$ cat src/rtl/sobel_window_ctrl.sv
// Streaming 3x3 Sobel window controller: two line buffers, |Gx|/|Gy| drive, registered magnitude out.
// Optional feature macro SOBEL_THRESH_EN binarises the output against THRESH.
module sobel_window_ctrl #(
  parameter int IMG_W  = 16,
  parameter int IMG_H  = 16,
  parameter int THRESH = 128
) (
  input  logic               clk,
  input  logic               n_rst,
  input  logic               start,
  input  logic               in_valid,
  output logic               in_ready,
  input  logic [7:0]         in_pixel,
  output logic signed [10:0] gx,
  output logic signed [10:0] gy,
  input  logic [7:0]         g_in,
  output logic               out_valid,
  input  logic               out_ready,
  output logic [7:0]         out_pixel,
  output logic               busy,
  output logic               frame_done
);

  localparam int CW = $clog2(IMG_W);
  localparam int RW = $clog2(IMG_H);
  localparam logic [CW-1:0] COL_LAST = CW'(IMG_W - 1);
  localparam logic [RW-1:0] ROW_LAST = RW'(IMG_H - 1);

  typedef enum logic [1:0] {IDLE, RUN, DRAIN, DONE} state_t;

  state_t        state;
  logic [RW-1:0] row;
  logic [CW-1:0] col;
  logic          ce;
  logic          accept;
  logic          last_pixel;
  logic          win_valid;
  logic [7:0]    lb0 [IMG_W];
  logic [7:0]    lb1 [IMG_W];
  logic [7:0]    win [3][3];
  logic [7:0]    pix_next;

  logic [11:0]   gx_pos, gx_neg, gy_pos, gy_neg;
  logic [11:0]   gx_diff, gy_diff;
  logic [10:0]   gx_abs, gy_abs;

  assign ce         = !out_valid || out_ready;
  assign in_ready   = (state == RUN) && ce;
  assign accept     = in_valid && in_ready;
  assign last_pixel = (row == ROW_LAST) && (col == COL_LAST);

  always_ff @(posedge clk or negedge n_rst) begin
    if (!n_rst) begin
      state      <= IDLE;
      row        <= '0;
      col        <= '0;
      busy       <= 1'b0;
      frame_done <= 1'b0;
    end else begin
      case (state)
        IDLE: begin
          if (start) begin
            state <= RUN;
            row   <= '0;
            col   <= '0;
            busy  <= 1'b1;
          end
        end
        RUN: begin
          if (accept) begin
            if (col == COL_LAST) begin
              col <= '0;
              row <= (row == ROW_LAST) ? '0 : row + RW'(1);
            end else begin
              col <= col + CW'(1);
            end
            if (last_pixel) state <= DRAIN;
          end
        end
        DRAIN: begin
          if (!win_valid && !out_valid) begin
            state      <= DONE;
            frame_done <= 1'b1;
          end
        end
        DONE: begin
          state      <= IDLE;
          busy       <= 1'b0;
          frame_done <= 1'b0;
        end
        default: state <= IDLE;
      endcase
    end
  end

  // Line buffers hold the two previous rows; rows 0-1 always rewrite them before use.
  always_ff @(posedge clk) begin
    if (accept) begin
      lb0[col] <= lb1[col];
      lb1[col] <= in_pixel;
    end
  end

  always_ff @(posedge clk or negedge n_rst) begin
    if (!n_rst) begin
      for (int i = 0; i < 3; i++) begin
        for (int j = 0; j < 3; j++) begin
          win[i][j] <= 8'd0;
        end
      end
      win_valid <= 1'b0;
      out_valid <= 1'b0;
      out_pixel <= 8'd0;
    end else begin
      if (accept) begin
        for (int i = 0; i < 3; i++) begin
          win[i][0] <= win[i][1];
          win[i][1] <= win[i][2];
        end
        win[0][2] <= lb0[col];
        win[1][2] <= lb1[col];
        win[2][2] <= in_pixel;
      end
      // Stalled windows stay flagged until the output register can take them.
      if (ce) begin
        win_valid <= accept && (row >= RW'(2)) && (col >= CW'(2));
        if (win_valid) begin
          out_valid <= 1'b1;
          out_pixel <= pix_next;
        end else begin
          out_valid <= 1'b0;
        end
      end
    end
  end

  always_comb begin
    gx_pos  = {4'd0, win[0][2]} + {3'd0, win[1][2], 1'b0} + {4'd0, win[2][2]};
    gx_neg  = {4'd0, win[0][0]} + {3'd0, win[1][0], 1'b0} + {4'd0, win[2][0]};
    gy_pos  = {4'd0, win[2][0]} + {3'd0, win[2][1], 1'b0} + {4'd0, win[2][2]};
    gy_neg  = {4'd0, win[0][0]} + {3'd0, win[0][1], 1'b0} + {4'd0, win[0][2]};
    gx_diff = gx_pos - gx_neg;
    gy_diff = gy_pos - gy_neg;
    // Magnitudes top out at 1020, so bit 11 of the negated value is always zero.
    gx_abs  = gx_diff[11] ? 11'(~gx_diff + 12'd1) : gx_diff[10:0];
    gy_abs  = gy_diff[11] ? 11'(~gy_diff + 12'd1) : gy_diff[10:0];
  end

  assign gx = $signed(gx_abs);
  assign gy = $signed(gy_abs);

`ifdef SOBEL_THRESH_EN
  localparam logic [7:0] THRESH_B = 8'(THRESH);
  assign pix_next = (g_in >= THRESH_B) ? 8'hFF : 8'h00;
`else
  assign pix_next = g_in;
`endif

  a_hold_stable: assert property (@(posedge clk) disable iff (!n_rst)
    (out_valid && !out_ready) |=> (out_valid && $stable(out_pixel)));

  a_done_pulse: assert property (@(posedge clk) disable iff (!n_rst)
    frame_done |=> !frame_done);

  a_grad_nonneg: assert property (@(posedge clk) disable iff (!n_rst)
    (!gx[10] && !gy[10]));

endmodule

$ cat config.mk
export PLATFORM = sky130hd
export DESIGN_NAME = sobel_window_ctrl
export DESIGN_NICKNAME = d
export VERILOG_FILES = /design/src/rtl/sobel_window_ctrl.sv
export SDC_FILE = /design/constraint.sdc
export NUM_CORES = 1
export LEC_CHECK = 0
export ABC_AREA = 1
export BUFFER_PORTS_ARGS = -buffer_cell sky130_fd_sc_hd__buf_4
export CORE_ASPECT_RATIO = 0.5
export CORE_MARGIN = 2
export CORE_UTILIZATION = 25
export CTS_CLUSTER_DIAMETER = 120
export CTS_CLUSTER_SIZE = 10
export DETAILED_ROUTE_END_ITERATION = 12
export PLACE_DENSITY = 0.39
export SLEW_MARGIN = 20
export SYNTH_ARGS = -nofsm -noshare
export SYNTH_HDL_FRONTEND = slang
export SYNTH_SLANG_ARGS = --single-unit
$ cat constraint.sdc
create_clock -name clk -period 9.2 [get_ports clk]
set_clock_uncertainty 0.2 [all_clocks]
set_input_delay 0.46 -clock clk [delete_from_list [all_inputs] [get_ports clk]]
set_output_delay 0.46 -clock clk [all_outputs]
set_load 0.01 [all_outputs]
==> Word level (Yosys, flattened, before mapping) <==
Memories as Yosys holds them, arrays and structs flattened. A register that Yosys moved wholly into a read port is not among the register bits.
Cells that the tools add are included.
{ "word_totals": {"reg_bits": 86, "ram_bits": 256, "input_bits": 21, "out_inout_bits": 34, "word_cells": 88, "mem_count": 2} }
{ "classes": {"addsub": 14, "order_cmp": 2, "eq_ne": 10, "muxes": 22, "n_bitwise": 2, "reduce_logical": 20} }
{ "mem_list": {"columns": ["name", "depth", "word_bits", "rd", "rd_clocked_by_memory_dff", "write_ports", "line", "source"], "rows": [
  ["lb0", 16, 8, 1, 1, 1, "38", "logic [7:0] lb0 [IMG_W];"],
  ["lb1", 16, 8, 1, 0, 1, "39", "logic [7:0] lb1 [IMG_W];"]
]} }
{ "ops": {"columns": ["op", "count"], "rows": [
  ["$add 10x8->11", 4],
  ["$add 8x9->10", 4],
  ["$mux 4", 6],
  ["$sub 11x11->12", 2],
  ["$add 11x1->11 const B", 2],
  ["$mux 11", 2],
  ["$not 11->11", 2],
  ["$pmux 4 s2", 2],
  ["$add 4x1->4 const B", 2],
  ["$eq 4x4->1 const B", 2],
  ["$ge 4x2->1 const B", 2],
  ["$mux 2", 4],
  ["$ne 2x2->1 const B", 4],
  ["$pmux 2 s4", 1],
  ["$reduce_and 4->1", 2],
  ["$logic_and 1x1->1", 6],
  ["$reduce_and 2->1", 3],
  ["$reduce_bool 2->1", 3],
  ["$mux 1", 5],
  ["$eq 2x2->1 const B", 2],
  ["$pmux 1 s2", 2],
  ["$logic_not 1->1", 3],
  ["$reduce_and 3->1", 1],
  ["$eq 2x1->1 const B", 1],
  ["other kinds (3)", 3]
]} }

==> Longest topological paths before layout <==
Gate-level depths: netlist of run 1.
{ "depth": {"word_depth": 6, "ltp_mapped": 21, "ltp_nobuf": 21} }

==> Least setup slack after synthesis of run 1 <==
Ideal clock, no wire load.
{ "synth_timing": {"path_kind": "reg-to-output", "start": "register, netlist name win[52]", "end": "output port gy[4]", "t_arrival_ns": 3.444, "required_ns": 8.540, "setup_slack_ns": 5.096, "path_stages_with_launch": 16, "n_path_buf": 1, "cell_sequence": "dfrtp_1 inv_1 fa_1 fa_1 inv_1 fa_1 inv_1 ha_1 a21oi_1 nand2_1 nand2_1 nand2_1 a21oi_4 buf_4 nand2_1 xnor2_1"} }
{ "synth_between": {"elab_chain_len": 5} }
{ "synth_rtl": {"columns": ["element", "line", "source"], "rows": [
  ["$add 10x8->11 (*)", "141", "gy_neg = {4'd0, win[0][0]} + {3'd0, win[0][1], 1'b0} + {4'd0, win[0][2]};"],
  ["$sub 11x11->12 (*)", "143", "gy_diff = gy_pos - gy_neg;"],
  ["$not 11->11", "146", "gy_abs = gy_diff[11] ? 11'(~gy_diff + 12'd1) : gy_diff[10:0];"],
  ["$add 11x1->11", "146", null],
  ["$mux 11 (*)", "146", null],
  ["end, declared", "15", "output logic signed [10:0] gy,"]
]} }
Mark *: on every way between the ends. The rest lies on a longest branch, timed or not.

==> Final worst setup path of run 1 <==
{ "layout_timing": {"start": "register win[20] (netlist name)", "end": "output port gx[9]"} }
{ "layout_between": {"elab_chain_len": 5} }
{ "layout_rtl": {"columns": ["element", "line", "source"], "rows": [
  ["start, declared", "40", "logic [7:0] win [3][3];"],
  ["start signal, assigned by index", "117", "win[i][0] <= win[i][1];"],
  ["start signal, assigned by index", "118", "win[i][1] <= win[i][2];"],
  ["$add 10x8->11 (*)", "139", "gx_neg = {4'd0, win[0][0]} + {3'd0, win[1][0], 1'b0} + {4'd0, win[2][0]};"],
  ["$sub 11x11->12 (*)", "142", "gx_diff = gx_pos - gx_neg;"],
  ["$not 11->11", "145", "gx_abs = gx_diff[11] ? 11'(~gx_diff + 12'd1) : gx_diff[10:0];"],
  ["$add 11x1->11", "145", null],
  ["$mux 11 (*)", "145", null],
  ["end, declared", "14", "output logic signed [10:0] gx,"]
]} }
Marks and branches as above.

==> results.txt, run 1 <==
Status: complete, no violations
Number of cell rows: 67
TritonCTS clock tree: built
Final worst path period share: 0.544
Worst hold path type: in2reg
Data arrival time of the critical path: 4.34 ns
Seq cells post-synth: 350
Clock tree root driver cell: clkbuf_16
Area Overhead vs Synth: 15.7%
Largest fanout of any net on the critical path: 8
Latest clock arrival within the worst-skew pair: 0.55 ns
Vias in the first global route: 11.2k
Number of H-tree branching levels: 2
Number of iterations in the first detailed-routing pass: 5
Per-cell via count in the routed design: 4.33
GRT Overall Usage: 0.130
Slew @ Worst Pin: 0.953 ns
Beginning of the worst hold path: out_ready
Maximum number of pins on one net before global-route repair: 83
Worst-path clk slew: 0.06 ns
Count of warnings emitted by yosys: 0
Most common library cells after synthesis: 277 x nand2_1, 256 x edfxtp_1, 195 x inv_1, 185 x nor2_1, 184 x o21ai_0
Share of async-settable or async-resettable flops after synthesis: 0.269
Number of instances on the worst hold path: 4
Post-synth top area cell: edfxtp_1
Fraction of the yosys area taken by sequential cells: 0.600
Final routed wirelength across all metal layers: 44.5 mm
Hold-critical path endpoint: out_valid$_DFFE_PN0N_
Clock period minus final worst setup slack: 5.00 ns
Setup Viol. Count Final: 0
Internal reg-to-reg setup slack: 5.07 ns
Destination of the worst register-to-register timing path: lb0[6][0]$_DFFE_PP_
Height of the die: 187 um
FF/Latch Area: 0.0100 mm2
Post-CTS setup-driven buffer insertion count: 0
Top achievable clock speed: 200 MHz
Clk buf depth: 3
Area share of the largest cell type after synthesis: 0.459
Final Hold Fails: 0
Synth area leaders: edfxtp_1 46%, dfrtp_1 14%, fa_1 7.4%
Setup TNS: 0 ns
Antenna cell count: 0
Max-slew violation count: 0
Number of design rule violations left after detail routing: 0
Unrepaired setup endpoints after global routing: false
Crit start category: register
Most common cell in the netlist: nand2_1
Antenna violations before repair: 1
Clock sink total: 350
Synthesized cell area: 0.0167 mm2
Die Span X: 370 um
Synth Area per Inst: 10.7 um2
DR iter-0 viols: 569
GPL Wtd Cong: 0.773
Type of destination of the critical path: output port
Tightest slew margin relative to the limit: 0.365
Number of synthesized flops with an enable pin: 256
Depth of the most critical reg-to-reg path: 6
Number of buffer cells added on primary ports: 54
Number of violations of the max-capacitance limit: 0
Cells after Synth: 1,560
Mapped Nets: 1,679
Post-route ant nets: 0
Avg WL per Cell: 17.6 um
Worst setup path class: reg2out
Detailed Place HPWL: 27.1 mm
Inserted Clock Buffers: 40
Boundary pin count: 55
Unique masters post-synth: 35
Worst r2r src: col[0]$_DFFE_PN0P_
Fill cell total of the finished layout: 7,024
Net total in the final layout: 1,746
Data required time of the worst path: 8.54 ns
Initial standard-cell utilization of the core: 0.252
Floorplan Core Area: 0.0666 mm2
Share of final-layout standard cells stronger than drive strength 1: 0.0990
Area of the multi-input gates: 0.00570 mm2
Post-synth top flop: edfxtp_1
Via count of the routed design: 11.0k
Die Outline Area: 0.0692 mm2
Leftover overflow at the end of global routing: 0
Wire length of the first global-routing pass: 69.4 mm
## cells by family after synthesis
logic type	Yosys count	synth area share
multiplexers	8	0.00538
AND/OR/NAND/NOR	531	0.127
adder cells (fa/ha/maj)	98	0.101
flip-flops	350	0.600
buffers and inverters	263	0.0646
AO/OA/AOI/OAI	298	0.0960
XOR/XNOR	12	0.00628
## how the worst max path moves through the flow
| stage | end | slack (ns) | depth (start not counted) | start |
|---|---|---|---|---|
| 2_1_floorplan | gy[4] | 5.10 | 15 | win[52]$_DFFE_PN0P_ |
| 3_3_place_gp | gx[9] | 4.77 | 19 | win[20]$_DFFE_PN0P_ |
| 3_5_place_dp | gx[9] | 4.72 | 19 | win[20]$_DFFE_PN0P_ |
| 4_1_cts | gx[9] | 4.14 | 19 | win[20]$_DFFE_PN0P_ |
| 5_1_grt | gx[9] | 3.83 | 19 | win[20]$_DFFE_PN0P_ |
| 6_report | gx[9] | 4.20 | 19 | win[20]$_DFFE_PN0P_ |
## cells in the final DEF (no fill, tap or decap), types with 32 or more instances in the layout
master and count:
nand2_1 276, fa_1 62, edfxtp_1 256, o21ai_0 184, dfrtp_1 92, ha_1 36
o22ai_1 59, clkbuf_16 40, buf_4 79, inv_1 195, nor2_1 172, nand3_1 32
## routing by layer
metal	global-route usage	vias to the layer above	share of wire
met5	0	-	0
met4	0.0252	0	0.013
met3	0.0128	45	0.034
met2	0.207	151	0.45
met1	0.191	5422	0.51
li1	-	5350	-
## stage by stage
step | util | area (um2) | setup WS (ns) | std cells | hold WS [ns]
2_1_floorplan | - | 16700 | 5.10 | 1560 | -0.0356
3_3_place_gp | 0.273 | 18200 | 4.77 | 2473 | 0.177
3_5_place_dp | 0.274 | 18200 | 4.72 | 2473 | 0.177
4_1_cts | 0.291 | 19400 | 4.14 | 2533 | 0.0125
5_1_grt | 0.291 | 19400 | 3.83 | 2533 | 0.0597
6_report | 0.291 | 19400 | 4.20 | 2533 | 0.0342
## what timing repair did
action,CTS,global route
gates resized for setup,0,0
hold buffers,9,0
endpoints found under the hold margin,29,0
endpoints found under the setup margin,0,0
## worst max-delay path, stage by stage, from the launching register on
cell     delay [ns]
dfrtp_1        0.40
inv_1          0.08
fa_1           0.51
fa_1           0.55
inv_1          0.06
fa_1           0.53
inv_1          0.04
ha_1           0.36
a21oi_1        0.24
nand2_1        0.10
nand2_1        0.07
nand2_1        0.09
nand2_1        0.08
nand2_2        0.09
inv_1          0.20
nand2_1        0.12
nand2_1        0.07
nand2_1        0.05
nand2_1        0.06
buf_4          0.11
## flip-flops by register name, indices dropped and copies added, names as in the netlist
register,count
lb0,128
lb1,128
win,72
out_pixel,8
col,4
row,4
state,2
busy,1
frame_done,1
out_valid,1
win_valid,1
## area by class of cell
cell class,instances,share of cell area
well taps,897,0.0579
clock buffers,48,0.0532
repair buffers,88,0.0353
clock inverters,3,0.00232
inverters,200,0.0389
flip-flops and latches,350,0.518
multi-input cells,947,0.294
Power of run 1 is not shown: default switching activity piles up to over one toggle a cycle in this logic, so the estimate is an artifact.
==> run 2: changes to the inputs <==
--- a/config.mk
+++ b/config.mk
@@ -13,7 +13,7 @@
 export CTS_CLUSTER_DIAMETER = 120
 export CTS_CLUSTER_SIZE = 10
 export DETAILED_ROUTE_END_ITERATION = 12
-export PLACE_DENSITY = 0.39
+export PLACE_DENSITY = 0.4
 export SLEW_MARGIN = 20
 export SYNTH_ARGS = -nofsm -noshare
 export SYNTH_HDL_FRONTEND = slang
==> constraint.sdc (replaced) <==
create_clock -name clk -period 4.33 [get_ports clk]
set_clock_uncertainty 0.2 [all_clocks]
set_input_delay 0.2165 -clock clk [delete_from_list [all_inputs] [get_ports clk]]
set_output_delay 0.2165 -clock clk [all_outputs]
set_load 0.01 [all_outputs]
==> results.txt, run 2 (synthesis gave the netlist of run 1 again) <==
Data arrival time of the critical path: 4.10 ns (was 4.34 ns)
Clock sink total: 350 (unchanged)
Met3 layer usage reported by global route: 0.0131 (was 0.0128)
Share of final-layout standard cells stronger than drive strength 1: 0.185 (was 0.0990)
GR Layer Usage met2: 0.203 (was 0.207)
Via count of the routed design: 11.3k (was 11.0k)
Depth of the most critical reg-to-reg path: 5 (was 6)
Status: finished, violations left (was complete, no violations)
Top achievable clock speed: 222 MHz
Avg WL per Cell: 17.3 um (was 17.6 um)
Boundary pin count: 55 (unchanged)
Die Outline Area: 0.0692 mm2 (unchanged)
Floorplan Core Area: 0.0666 mm2 (unchanged)
Type of destination of the critical path: output port (unchanged)
Post-route ant nets: 0 (unchanged)
Clock period minus final worst setup slack: 4.51 ns
Latest clock arrival within the worst-skew pair: 0.55 ns (about the same)
Largest fanout of any net on the critical path: 3 (was 8)
Tightest slew margin relative to the limit: 0.347 (was 0.365)
Number of H-tree branching levels: 2 (unchanged)
Maximum number of pins on one net before global-route repair: 81 (was 83)
Registers with the most flip-flops: lb0 x128, lb1 x128, win x72 (unchanged)
Timing endpoint of the critical path: gx[9] (unchanged)
Crit start category: register (unchanged)
Clk buf depth: 3 (unchanged)
Minimum setup slack in the final design: -0.182 ns (was 4.20 ns)
Leftover overflow at the end of global routing: 0 (unchanged)
Area Overhead vs Synth: 22.0% (was 15.7%)
DR iter-0 viols: 627 (was 569)
Max-slew violation count: 0 (unchanged)
Final worst path period share: 1.04
Number of cell rows: 67 (unchanged)
Height of the die: 187 um (unchanged)
Wire length of the first global-routing pass: 69.8 mm (was 69.4 mm)
Setup Viol. Count Final: 16 (was 0)
Worst-path clk slew: 0.06 ns (about the same)
GPL Wtd Cong: 0.741 (was 0.773)
FF/Latch Area: 0.0100 mm2 (about the same)
TritonCTS clock tree: built (unchanged)
Worst setup path start: win[50]$_DFFE_PN0P_ (was win[20]$_DFFE_PN0P_)
Vias in the first global route: 11.2k (about the same)
Data required time of the worst path: 3.91 ns (was 8.54 ns)
Unrepaired setup endpoints after global routing: true (was false)
Number of violations of the max-capacitance limit: 0 (unchanged)
Per-cell via count in the routed design: 4.34 (was 4.33)
Internal reg-to-reg setup slack: 1.38 ns (was 5.07 ns)
Die Span X: 370 um (unchanged)
Commonest cells after routing, fill and taps aside: 258 x nand2_1, 256 x edfxtp_1, 182 x o21ai_0 (was 276 x nand2_1, 256 x edfxtp_1, 195 x inv_1)
Violated checks: negative setup slack
GRT Overall Usage: 0.130 (about the same)
Number of design rule violations left after detail routing: 0 (unchanged)
Initial standard-cell utilization of the core: 0.252 (unchanged)
Most common cell after layout, fill and taps aside: nand2_1 (unchanged)
Destination of the worst register-to-register timing path: lb1[15][7]$_DFFE_PP_ (was lb0[6][0]$_DFFE_PP_)
Worst slack at placement: 0.115 ns (was 4.72 ns)
Most used routing layer: met2 (unchanged)
Slew @ Worst Pin: 0.974 ns (was 0.953 ns)
Area of the multi-input gates: 0.00605 mm2 (was 0.00570 mm2)
Worst hold path type: in2async (was in2reg)
Number of iterations in the first detailed-routing pass: 5 (unchanged)
Net total in the final layout: 1,818 (was 1,746)
Detailed Place HPWL: 28.4 mm (was 27.1 mm)
Final routed wirelength across all metal layers: 45.1 mm (was 44.5 mm)
Fill cell total of the finished layout: 6,924 (was 7,024)
Antenna violations before repair: 0 (was 1)
Clock tree root driver cell: clkbuf_16 (unchanged)
Worst setup path class: reg2out (unchanged)
Number of buffer cells added on primary ports: 54 (unchanged)
Worst r2r src: col[2]$_DFFE_PN0P_ (was col[0]$_DFFE_PN0P_)
Global routing usage on met1: 0.194 (was 0.191)
Inserted Clock Buffers: 40 (unchanged)
Final Hold Fails: 0 (unchanged)
==> run 2: cell types whose count changed in the layout (fill, tap and decap cells not counted), moves of 8 or more <==
cell,change
buf_4,+43
buf_6,+14
dlygate4sd3_1,+11
ha_1,-13
ha_4,+11
inv_1,-32
inv_2,+31
nand2_1,-18
nand2_2,+14
nor2_1,-10
nor2_2,+8
==> run 2: layout make-up <==
type                            count  share of cell area
Sequential cell                   350               0.492
Multi-Input combinational cell    947               0.296
Timing Repair Buffer              160              0.0665
Tap cell                          897              0.0549
Clock buffer                       50              0.0508
Inverter                          200              0.0375
Clock inverter                      3             0.00220
Antenna cell                        1            0.000122
==> run 2: layer usage <==
metal | part of all wire | vias to the layer above
li1 | - | 5493
met1 | 0.51 | 5609
met2 | 0.45 | 157
met3 | 0.030 | 52
met4 | 0.017 | 0
met5 | 0 | -
==> run 2: critical path: stages, from the launching register on <==
cell     delay (ns)
dfrtp_1        0.38
buf_4          0.14
fa_1           0.55
fa_1           0.42
inv_1          0.08
fa_2           0.48
fa_2           0.57
inv_2          0.06
nor3_4         0.18
nand2_1        0.09
nor2_2         0.15
nand3_2        0.10
nand2_2        0.08
nand2_1        0.05
nand2_1        0.05
nand2_1        0.05
buf_6          0.11
==> run 2: stage by stage <==
| stage | util | setup TNS (ns) | hold WS (ns) | std cells | cell area (um2) |
|---|---|---|---|---|---|
| 4_1_cts | 0.304 | -3.14 | 0.194 | 2596 | 20200 |
| 3_3_place_gp | 0.277 | 0 | 0.239 | 2500 | 18400 |
| 2_1_floorplan | - | 0 | -0.279 | 1560 | 16700 |
| 5_1_grt | 0.307 | -6.19 | 0.243 | 2607 | 20400 |
| 3_5_place_dp | 0.277 | 0 | 0.224 | 2500 | 18400 |
| 6_report | 0.307 | -2.00 | 0.162 | 2608 | 20400 |
==> run 2: worst min path at each step <==
stage,start,to,slack [ns],cells past startpoint
3_3_place_gp,n_rst,win[54]$_DFFE_PN0P_,0.24,1
4_1_cts,n_rst,win[35]$_DFFE_PN0P_,0.19,2
3_5_place_dp,n_rst,win[47]$_DFFE_PN0P_,0.22,1
5_1_grt,g_in[5],out_pixel[5]$_DFFE_PN0P_,0.24,3
2_1_floorplan,n_rst,busy$_DFFE_PN0P_,-0.28,0
6_report,n_rst,win[70]$_DFFE_PN0P_,0.16,2
==> run 2: repair_timing <==
action | in CTS | in global routing
endpoints found under the setup margin | 20 | 20
gates resized for setup | 92 | 43
buffers inserted | 23 | 12
gates cloned | 1 | 0
hold buffers | 20 | 0
pin swaps | 55 | 37
hold endpoints to repair | 220 | 0
Power of run 2 is left out for the same reason.
==> run 3: changes to the inputs <==
--- a/config.mk
+++ b/config.mk
@@ -13,6 +13,7 @@
 export CTS_CLUSTER_DIAMETER = 120
 export CTS_CLUSTER_SIZE = 10
 export DETAILED_ROUTE_END_ITERATION = 12
+export GPL_TIMING_DRIVEN = 0
 export PLACE_DENSITY = 0.4
 export SLEW_MARGIN = 20
 export SYNTH_ARGS = -nofsm -noshare
==> results.txt, run 3 (synthesis gave the netlist of run 1 again) <==
Floorplan Core Area: 0.0666 mm2 (unchanged)
Worst setup path start: win[50]$_DFFE_PN0P_ (unchanged)
Vias in the first global route: 11.6k (was 11.2k)
Avg WL per Cell: 18.6 um (was 17.3 um)
Type of destination of the critical path: output port (unchanged)
Final routed wirelength across all metal layers: 49.1 mm (was 45.1 mm)
Data required time of the worst path: 3.91 ns (about the same)
Number of placed instances with taps included: 2,521 (was 2,500)
DR iter-0 viols: 762 (was 627)
Maximum number of pins on one net before global-route repair: 95 (was 81)
Worst-path clk slew: 0.05 ns (was 0.06 ns)
Data arrival time of the critical path: 4.10 ns (about the same)
Final Hold Fails: 0 (unchanged)
GRT Overall Usage: 0.142 (was 0.130)
Registers with the most flip-flops: lb0 x128, lb1 x128, win x72 (unchanged)
Per-cell via count in the routed design: 4.38 (was 4.34)
Boundary pin count: 55 (unchanged)
Area Overhead vs Synth: 23.0% (was 22.0%)
Setup TNS: -2.03 ns (was -2.00 ns)
Met3 layer usage reported by global route: 0.0160 (was 0.0131)
Initial standard-cell utilization of the core: 0.252 (unchanged)
Slew @ Worst Pin: 1.05 ns (was 0.974 ns)
Detailed Place HPWL: 33.6 mm (was 28.4 mm)
Clock sink total: 350 (unchanged)
Crit start category: register (unchanged)
Share of final-layout standard cells stronger than drive strength 1: 0.196 (was 0.185)
Largest fanout of any net on the critical path: 3 (unchanged)
Post-route ant nets: 0 (unchanged)
Number of buffer cells added on primary ports: 54 (unchanged)
Worst setup path class: reg2out (unchanged)
Height of the die: 187 um (unchanged)
Wire length of the first global-routing pass: 74.7 mm (was 69.8 mm)
Number of cell rows: 67 (unchanged)
Antenna violations before repair: 1 (was 0)
GR Layer Usage met2: 0.236 (was 0.203)
Fill cell total of the finished layout: 6,900 (was 6,924)
Number of design rule violations left after detail routing: 0 (unchanged)
Number of iterations in the first detailed-routing pass: 5 (unchanged)
TritonCTS clock tree: built (unchanged)
Final cell count without fillers: 2,637 (was 2,608)
Post-detailed-placement cell area: 0.0185 mm2 (was 0.0184 mm2)
Status: finished, violations left (unchanged)
Final worst path period share: 1.04 (about the same)
Number of H-tree branching levels: 2 (unchanged)
Top achievable clock speed: 221 MHz (was 222 MHz)
Tightest slew margin relative to the limit: 0.301 (was 0.347)
Violated checks: negative setup slack (unchanged)
Leftover overflow at the end of global routing: 0 (unchanged)
Latest clock arrival within the worst-skew pair: 0.54 ns (was 0.55 ns)
Antenna cell count: 0 (was 1)
Unrepaired setup endpoints after global routing: true (unchanged)
Via count of the routed design: 11.6k (was 11.3k)
Worst r2r src: col[1]$_DFFE_PN0P_ (was col[2]$_DFFE_PN0P_)
Most common cell after layout, fill and taps aside: edfxtp_1 (was nand2_1)
Inserted Clock Buffers: 40 (unchanged)
Clk buf depth: 3 (unchanged)
Number of violations of the max-capacitance limit: 0 (unchanged)
Worst hold path type: in2async (unchanged)
GPL Wtd Cong: 0.761 (was 0.741)
Commonest cells after routing, fill and taps aside: 256 x edfxtp_1, 244 x nand2_1, 181 x o21ai_0 (was 258 x nand2_1, 256 x edfxtp_1, 182 x o21ai_0)
Die Span X: 370 um (unchanged)
Clock period minus final worst setup slack: 4.52 ns (was 4.51 ns)
Global routing usage on met1: 0.202 (was 0.194)
Setup Viol. Count Final: 18 (was 16)
Fraction of the core area covered by cells at the end of the flow: 0.309 (was 0.307)
Max-slew violation count: 0 (unchanged)
Die Outline Area: 0.0692 mm2 (unchanged)
Clock tree root driver cell: clkbuf_16 (unchanged)
Internal reg-to-reg setup slack: 0.83 ns (was 1.38 ns)
Most used routing layer: met2 (unchanged)
Minimum setup slack in the final design: -0.187 ns (was -0.182 ns)
Area of all placed cells without fillers: 0.0206 mm2 (was 0.0204 mm2)
Net total in the final layout: 1,846 (was 1,818)
[run 3: final cells by class]
class / count / area (um2) / share of cell area
sequential: 350 / 10000 / 0.488
inverter: 200 / 763 / 0.0371
buffer: 63 / 333 / 0.0162
clock inverter: 2 / 17.5 / 0.000851
clock buffer: 53 / 1070 / 0.0520
tap: 897 / 1120 / 0.0545
multi-input combinational: 947 / 6150 / 0.299
timing repair buffer: 125 / 1080 / 0.0524
[run 3: repair_timing]
item                                   in CTS  in global routing
buffers inserted                           32                 15
hold buffers                               20                  0
gates cloned                                1                  0
endpoints found under the hold margin     243                  0
pin swaps                                  54                 47
setup endpoints to repair                  20                 20
gates resized for setup                    92                 73
[run 3: per-layer routing]
metal | wire [um] | up-vias
li1 | - | 5564
met1 | 23400 | 5758
met2 | 23100 | 183
met3 | 1910 | 48
met4 | 634 | 0
met5 | 0 | -
[run 3: through the flow]
step	setup WS [ns]	hold slack, ns
2_1_floorplan	0.470	-0.279
3_3_place_gp	-0.746	0.249
3_5_place_dp	0.0537	0.194
4_1_cts	-0.245	0.183
5_1_grt	-0.460	0.209
6_report	-0.187	0.121
[run 3: final timing paths]
check                                           end  cells after the start
max reg2reg                     lb0[0][4]$_DFFE_PP_                      6
min in group clk           out_pixel[7]$_DFFE_PN0P_                      3
max in group asynchronous        win[0]$_DFFE_PN0P_                      2
max                                           gy[9]                     18
min                        out_pixel[0]$_DFFE_PN0P_                      2
min reg2reg                     win[40]$_DFFE_PN0P_                      2
[run 3: worst max-delay path: stages, from the launching register on]
cell	delay [ns]
dfrtp_1	0.37
inv_2	0.06
fa_1	0.51
fa_1	0.52
inv_1	0.05
fa_1	0.48
fa_1	0.42
inv_2	0.09
nand2_2	0.08
nand2_1	0.13
nand2_1	0.08
nand3b_1	0.18
nor2_1	0.14
nand2_1	0.09
nand2_2	0.09
nand2_1	0.05
nand2_1	0.06
nand2_2	0.05
buf_6	0.11
Power of run 3 is left out for the same reason.
